$ cat src/rtl/trace_capture_ctrl_pkg.sv
// trace_capture_ctrl_pkg: shared types and constants for the trace buffer write side
package trace_capture_ctrl_pkg;
   localparam int TRB_WIDTH = 32;
   localparam int TRB_DEPTH = 32;
   localparam int TRB_MAX_TRACES = 8;
   localparam int TRB_DELAY_BITS = 2;
   localparam int TRB_SEG_BITS = $clog2(TRB_MAX_TRACES);
   localparam int TRB_WADDR_BITS = $clog2(TRB_DEPTH);
   localparam int TRB_POS_BITS = $clog2(TRB_WIDTH);
   typedef enum logic [1:0] {IDLE, ARMED, POST, DONE} capture_state_t;
   typedef struct packed {
      logic trg_mode;
      logic [TRB_SEG_BITS-1:0] trg_num_traces;
      logic [TRB_DELAY_BITS-1:0] trg_delay;
   } control_t;
   typedef struct packed {
      logic trg_event;
      logic [TRB_POS_BITS-1:0] event_pos;
      logic [TRB_WADDR_BITS-1:0] event_addr;
   } status_t;
   localparam control_t CONTROL_DEFAULT = '0;
   localparam status_t STATUS_DEFAULT = '0;
endpackage

$ cat src/rtl/trace_capture_ctrl_if.sv
// trace_capture_ctrl_if: probe, control and BRAM write signals of the capture controller
interface trace_capture_ctrl_if
   import trace_capture_ctrl_pkg::*;
#(
   parameter int WIDTH = TRB_WIDTH,
   parameter int DEPTH = TRB_DEPTH,
   parameter int MAX_TRACES = TRB_MAX_TRACES
);
   control_t control_i;
   logic arm_i;
   logic stop_i;
   logic valid_i;
   logic [WIDTH-1:0] data_i;
   logic [WIDTH-1:0] trg_i;
   logic we_o;
   logic [$clog2(DEPTH)-1:0] waddr_o;
   logic [WIDTH-1:0] wdata_o;
   status_t status_o;
   logic [$clog2(MAX_TRACES)-1:0] seg_o;
   logic busy_o;
   logic done_o;
   modport master (
      output control_i, arm_i, stop_i, valid_i, data_i, trg_i,
      input we_o, waddr_o, wdata_o, status_o, seg_o, busy_o, done_o
   );
   modport slave (
      input control_i, arm_i, stop_i, valid_i, data_i, trg_i,
      output we_o, waddr_o, wdata_o, status_o, seg_o, busy_o, done_o
   );
endinterface

$ cat src/rtl/trace_capture_ctrl_trg_prio_enc.sv
// trg_prio_enc: index of the lowest set bit of a trigger vector, with a hit flag
module trg_prio_enc #(
   parameter int WIDTH = 32,
   parameter int PW = (WIDTH > 1) ? $clog2(WIDTH) : 1
) (
   input logic [WIDTH-1:0] vec,
   output logic [PW-1:0] pos,
   output logic hit
);
   assign hit = |vec;
   always_comb begin
      pos = '0;
      for (int i = WIDTH - 1; i >= 0; i--) pos = vec[i] ? PW'(i) : pos;
   end
endmodule

$ cat src/rtl/trace_capture_ctrl.sv
// trace_capture_ctrl: segmented pre/post-trigger write controller for the trace BRAM
module trace_capture_ctrl
   import trace_capture_ctrl_pkg::*;
#(
   parameter int WIDTH = TRB_WIDTH,
   parameter int DEPTH = TRB_DEPTH,
   parameter int MAX_TRACES = TRB_MAX_TRACES,
   parameter int DELAY_BITS = TRB_DELAY_BITS
) (
   input logic clk,
   input logic rst,
   trace_capture_ctrl_if.slave bus
);
   localparam int AW = $clog2(DEPTH);
   localparam int SW = $clog2(MAX_TRACES);
   localparam int PW = (WIDTH > 1) ? $clog2(WIDTH) : 1;
   capture_state_t state, state_n;
   control_t ctl, ctl_n;
   status_t status, status_n;
   logic [SW-1:0] seg, seg_n;
   logic [AW-1:0] offset, off_n, off_wrap, seg_base, addr;
   logic [AW:0] cnt, cnt_n, cnt_inc, seg_len, post_len;
   logic [TRB_SEG_BITS-1:0] n;
   logic [AW-1:0] waddr, waddr_n;
   logic [WIDTH-1:0] wdata, wdata_n;
   logic we, we_n, take, trig, last_seg, complete, hit;
   logic [PW-1:0] pos;
   trg_prio_enc #(.WIDTH(WIDTH), .PW(PW)) u_enc (.vec(bus.trg_i), .pos(pos), .hit(hit));
   // Requested trace count beyond MAX_TRACES saturates to the largest legal split
   assign n = (int'(ctl.trg_num_traces) > SW) ? TRB_SEG_BITS'(SW) : ctl.trg_num_traces;
   assign seg_len = (AW+1)'(DEPTH) >> n;
   assign post_len = (seg_len >> DELAY_BITS) * ((AW+1)'(ctl.trg_delay) + (AW+1)'(1));
   assign seg_base = AW'(seg_len * (AW+1)'(seg));
   assign addr = seg_base + offset;
   assign off_wrap = ((AW+1)'(offset) + (AW+1)'(1) == seg_len) ? '0 : offset + 1'b1;
   assign last_seg = (AW+1)'(seg) == ((AW+1)'(1) << n) - (AW+1)'(1);
   assign take = bus.valid_i && (state == ARMED || state == POST);
   assign trig = state == ARMED && hit;
   assign cnt_inc = trig ? (AW+1)'(1) : cnt + 1'b1;
   assign complete = (trig || state == POST) && cnt_inc == post_len;
   always_comb begin
      state_n = state;
      ctl_n = ctl;
      status_n = status;
      seg_n = seg;
      off_n = offset;
      cnt_n = cnt;
      we_n = 1'b0;
      waddr_n = waddr;
      wdata_n = wdata;
      if (bus.arm_i) begin
         state_n = ARMED;
         ctl_n = bus.control_i;
         status_n = STATUS_DEFAULT;
         seg_n = '0;
         off_n = '0;
         cnt_n = '0;
      end else if (bus.stop_i && state != IDLE) begin
         state_n = DONE;
      end else if (take) begin
         we_n = 1'b1;
         waddr_n = addr;
         wdata_n = bus.data_i;
         off_n = off_wrap;
         cnt_n = cnt_inc;
         state_n = trig ? POST : state;
         status_n = trig ? '{trg_event: 1'b1, event_pos: TRB_POS_BITS'(pos),
                             event_addr: TRB_WADDR_BITS'(addr)} : status;
         // Next segment starts on the very next valid sample; single mode parks on the last one
         if (complete) begin
            state_n = (last_seg && !ctl.trg_mode) ? DONE : ARMED;
            seg_n = !last_seg ? seg + 1'b1 : (ctl.trg_mode ? '0 : seg);
            off_n = '0;
         end
      end
   end
   always_ff @(posedge clk) begin
      if (rst) begin
         state <= IDLE;
         ctl <= CONTROL_DEFAULT;
         status <= STATUS_DEFAULT;
         seg <= '0;
         offset <= '0;
         cnt <= '0;
         we <= 1'b0;
         waddr <= '0;
         wdata <= '0;
      end else begin
         state <= state_n;
         ctl <= ctl_n;
         status <= status_n;
         seg <= seg_n;
         offset <= off_n;
         cnt <= cnt_n;
         we <= we_n;
         waddr <= waddr_n;
         wdata <= wdata_n;
      end
   end
   assign bus.we_o = we;
   assign bus.waddr_o = waddr;
   assign bus.wdata_o = wdata;
   assign bus.status_o = status;
   assign bus.seg_o = seg;
   assign bus.busy_o = state == ARMED || state == POST;
   assign bus.done_o = state == DONE;
endmodule

$ cat src/flat_wrapper.sv
// flat-port wrapper written by rule: the top's interface ports become plain ports
module trace_capture_ctrl_flat import trace_capture_ctrl_pkg::*;
#(
   parameter int WIDTH = TRB_WIDTH,
   parameter int DEPTH = TRB_DEPTH,
   parameter int MAX_TRACES = TRB_MAX_TRACES,
   parameter int DELAY_BITS = TRB_DELAY_BITS
)
  (clk, rst, bus_control_i, bus_arm_i, bus_stop_i, bus_valid_i, bus_data_i, bus_trg_i, bus_we_o, bus_waddr_o, bus_wdata_o, bus_status_o, bus_seg_o, bus_busy_o, bus_done_o);
  trace_capture_ctrl_if #(.WIDTH(WIDTH), .DEPTH(DEPTH), .MAX_TRACES(MAX_TRACES)) bus_i ();
  input logic clk;
  input logic rst;
  input wire logic [$bits(bus_i.control_i)-1:0] bus_control_i;
  input wire logic [$bits(bus_i.arm_i)-1:0] bus_arm_i;
  input wire logic [$bits(bus_i.stop_i)-1:0] bus_stop_i;
  input wire logic [$bits(bus_i.valid_i)-1:0] bus_valid_i;
  input wire logic [$bits(bus_i.data_i)-1:0] bus_data_i;
  input wire logic [$bits(bus_i.trg_i)-1:0] bus_trg_i;
  output wire logic [$bits(bus_i.we_o)-1:0] bus_we_o;
  output wire logic [$bits(bus_i.waddr_o)-1:0] bus_waddr_o;
  output wire logic [$bits(bus_i.wdata_o)-1:0] bus_wdata_o;
  output wire logic [$bits(bus_i.status_o)-1:0] bus_status_o;
  output wire logic [$bits(bus_i.seg_o)-1:0] bus_seg_o;
  output wire logic [$bits(bus_i.busy_o)-1:0] bus_busy_o;
  output wire logic [$bits(bus_i.done_o)-1:0] bus_done_o;
  assign bus_i.control_i = bus_control_i;
  assign bus_i.arm_i = bus_arm_i;
  assign bus_i.stop_i = bus_stop_i;
  assign bus_i.valid_i = bus_valid_i;
  assign bus_i.data_i = bus_data_i;
  assign bus_i.trg_i = bus_trg_i;
  assign bus_we_o = bus_i.we_o;
  assign bus_waddr_o = bus_i.waddr_o;
  assign bus_wdata_o = bus_i.wdata_o;
  assign bus_status_o = bus_i.status_o;
  assign bus_seg_o = bus_i.seg_o;
  assign bus_busy_o = bus_i.busy_o;
  assign bus_done_o = bus_i.done_o;
  trace_capture_ctrl #(.WIDTH(WIDTH), .DEPTH(DEPTH), .MAX_TRACES(MAX_TRACES), .DELAY_BITS(DELAY_BITS)) u_core (.clk(clk), .rst(rst), .bus(bus_i));
endmodule
$ cat config.mk
export PLATFORM = sky130hd
export DESIGN_NAME = trace_capture_ctrl_flat
export DESIGN_NICKNAME = d
export VERILOG_FILES = /design/src/rtl/trace_capture_ctrl_pkg.sv /design/src/rtl/trace_capture_ctrl_if.sv /design/src/rtl/trace_capture_ctrl_trg_prio_enc.sv /design/src/rtl/trace_capture_ctrl.sv /design/src/flat_wrapper.sv
export SDC_FILE = /design/constraint.sdc
export NUM_CORES = 1
export LEC_CHECK = 0
export CELL_PAD_IN_SITES_DETAIL_PLACEMENT = 0
export CELL_PAD_IN_SITES_GLOBAL_PLACEMENT = 1
export CORE_MARGIN = 1
export CORE_UTILIZATION = 34
export DETAILED_ROUTE_END_ITERATION = 8
export GPL_ROUTABILITY_DRIVEN = 1
export PLACE_DENSITY_LB_ADDON = 0.3
export SYNTH_ARGS = -nofsm -noshare
export SYNTH_HDL_FRONTEND = slang
export SYNTH_SLANG_ARGS = --single-unit
$ cat constraint.sdc
create_clock -name clk -period 4.7 [get_ports clk]
set_clock_uncertainty 0.05 [all_clocks]
set_input_delay 1.175 -clock clk [delete_from_list [all_inputs] [get_ports clk]]
set_output_delay 1.175 -clock clk [all_outputs]
set_load 0.05 [all_outputs]
==> reports/metrics.yaml <==
status: "complete, but fails checks"
violations: "DRC"
drt_iter0_markers: 250
synth_flop_cell: "dfxtp_1"
htreeDepth: 3
die_area_um2: 12500
crit_start: "u_core.ctl[2]$_SDFFE_PP0P_"
cts_buffers: 9
cts_num_sinks: 71
yosysTopAreaCell: "dfxtp_1"
max_cap_viol_count: 0
postSynthCellCount: 513
syn_area_um2: 4080
crit_type: "flip-flop to flip-flop"
start_kind: "flip-flop"
leakage_nw: 2.14
post_cts_buffers: 0
period_minus_slack_ns: 3.85
hold_path.class: "flip-flop to flip-flop"
fmax_ghz: 0.260
avgSynthCellArea_um2: 7.96
power_density_nw_per_um2: 275
fillers: 1149
nets: 743
finalSetupTns_ns: 0
path_max_fanout: 10
num_vias: 3922
slew_headroom_pct: 54.4
fp.dieW_um: 112
r2r_slack_ns: 0.85
synth_edf_count: 0
gp_congestion: 0.820
cts_tree: "built"
mostFrequentLayoutCells: "clkdlybuf4s50_1 (128), nand2_1 (105), dfxtp_1 (71)"
portBuffers: 128
rsz0062_at_grt: "no"
ctsHoldBuffers: 0
drive_gt1_share_pct: 7.75
ioPinCount: 129
ctsResizeCount: 0
routed_via_density: 4.98
yosysSeqAreaShare_pct: 34.8
drc: 15
drtAntennaViolNets: 0
n_antenna_cell: 0
path_clk_slew_ns: 0.06
required_ns: 4.91
hpwl_um: 8340
insertion_delay_ns: 0.34
clock_path_buffers: 2
slew_viol_final: 0
worst_ir_drop_vdd_v: 0.000130
start_util_pct: 35.3
cts_root_buffer: "clkbuf_16"
grt_max_degree: 44
syn2layout_area_growth_pct: 42.3
grt_usage_pct: 18.0
r2r_cells: 13
placementRows: 39
arrival_ns: 4.06
holdPathEnd: "u_core.bus.waddr_o[1]$_SDFFE_PP0P_"
fp.dieH_um: 112
async_reset_ff_share_pct: 0
critPathCaptureType: "flip-flop"
totalPowerFinal_w: 0.00160
routedWlPerCell_um: 13.8
hp-start: "u_core.bus.waddr_o[1]$_SDFFE_PP0P_"
netlist.area_leader.share_pct: 34.8
setup_viol: 0
dr.pass1.iters: 6
grt_antenna_before_repair: 0
synth_seq_cells: 71
finalCritPeriodShare_pct: 82.0
routed_wl_um: 10900
overflow: 0
grt_pass1_vias: 3812
synth_area_leaders: "dfxtp_1 (35%), nand2_1 (9.7%), a21oi_1 (8.0%)"
final_hold_viol_count: 0
holdWs_ns: 0.401
tightest_slew_ns: 0.681
r2r-end: "u_core.state[1]$_SDFFE_PP0P_"
final_util_pct: 50.2
worstReg2RegStart: "u_core.ctl[2]$_SDFFE_PP0P_"
grt_pass1_wl_um: 18100
final_common_cell: "clkdlybuf4s50_1"
synth_warnings: 0
core-area_um2: 11600
ys_types: 61
holdPathStages: 2
-- power by group --
group          switching [W]  internal, W  leakage, nW
logic               0.000177     0.000139         1.44
clock network       0.000276     0.000372        0.127
registers          0.0000125     0.000619        0.575
-- per-layer routing --
metal	wire [µm]	up-vias	track usage, %
met3	666	24	4.19
met5	0	-	0
met4	275	0	7.12
met1	4960	1788	22.4
li1	-	2008	-
met2	5000	102	30.1
-- synth_stat cells, drive strengths merged (6+ instances only) --
library cell / instances
nand2: 106
dfxtp: 71
a21oi: 65
nor2: 44
inv: 24
clkbuf: 22
ha: 20
nand3: 19
o21ai: 12
nor4: 11
mux2i: 10
nor3: 9
xnor2: 9
xor2: 9
fa: 8
and2: 7
or3: 7
a211oi: 6
a21o: 6
-- cell type report --
class	instances	area [µm²]	area share, %
sequential	71	1420	24.5
multi-input combinational	399	2500	43.1
timing repair buffer	135	1330	23.0
clock inverter	6	43.8	0.754
clock buffer	10	239	4.11
tap	143	179	3.08
inverter	24	90.1	1.55
-- critical path, stage by stage, from the launching register on --
cell and delay [ns]:
dfxtp_1 0.48, nor3b_2 0.08, buf_4 0.18, and2_1 0.18, fa_1 0.50, ha_1 0.30, a21o_1 0.15, a21oi_1 0.18
xnor3_4 0.42, or3_1 0.36, a32o_2 0.26, or2_1 0.25, a21o_1 0.19, a211oi_2 0.19
-- sequential cells by signal, indices dropped and copies added, names as in the netlist --
signal,cells
u_core.state,2
u_core.bus.status_o,11
u_core.offset,5
u_core.bus.wdata_o,32
u_core.bus.seg_o,3
u_core.cnt,6
u_core.bus.we_o,1
u_core.ctl,6
u_core.bus.waddr_o,5
-- per-stage QoR --
step,setup WS (ns),cell area (µm²),instances
2_1_floorplan,0.879,4100,517
3_3_place_gp,0.738,5530,772
3_5_place_dp,0.660,5530,772
4_1_cts,0.827,5810,788
5_1_grt,0.629,5810,788
6_report,0.846,5810,788
-- kinds of logic after synthesis --
kind of cell | count (synthesis) | share of synthesized area [%]
DFF | 71 | 34.8
buffers and inverters | 47 | 4.32
AOI/OAI and AO/OA | 112 | 16.7
muxes | 10 | 2.45
other | 2 | 0.184
adders and majority gates | 28 | 10.0
and+or+nand+nor | 224 | 27.0
xor gates and xnor gates | 19 | 4.50
-- worst max path at each step --
stage	end	slack, ns
global placement	u_core.state[1]$_SDFFE_PP0P_	0.74
global route	u_core.state[1]$_SDFFE_PP0P_	0.63
finish	u_core.state[1]$_SDFFE_PP0P_	0.85
detailed placement	u_core.state[1]$_SDFFE_PP0P_	0.66
CTS	u_core.bus.seg_o[1]$_SDFFE_PP0P_	0.83
floorplan	u_core.state[1]$_SDFFE_PP0P_	0.88
(Power assumes the default switching activity.)
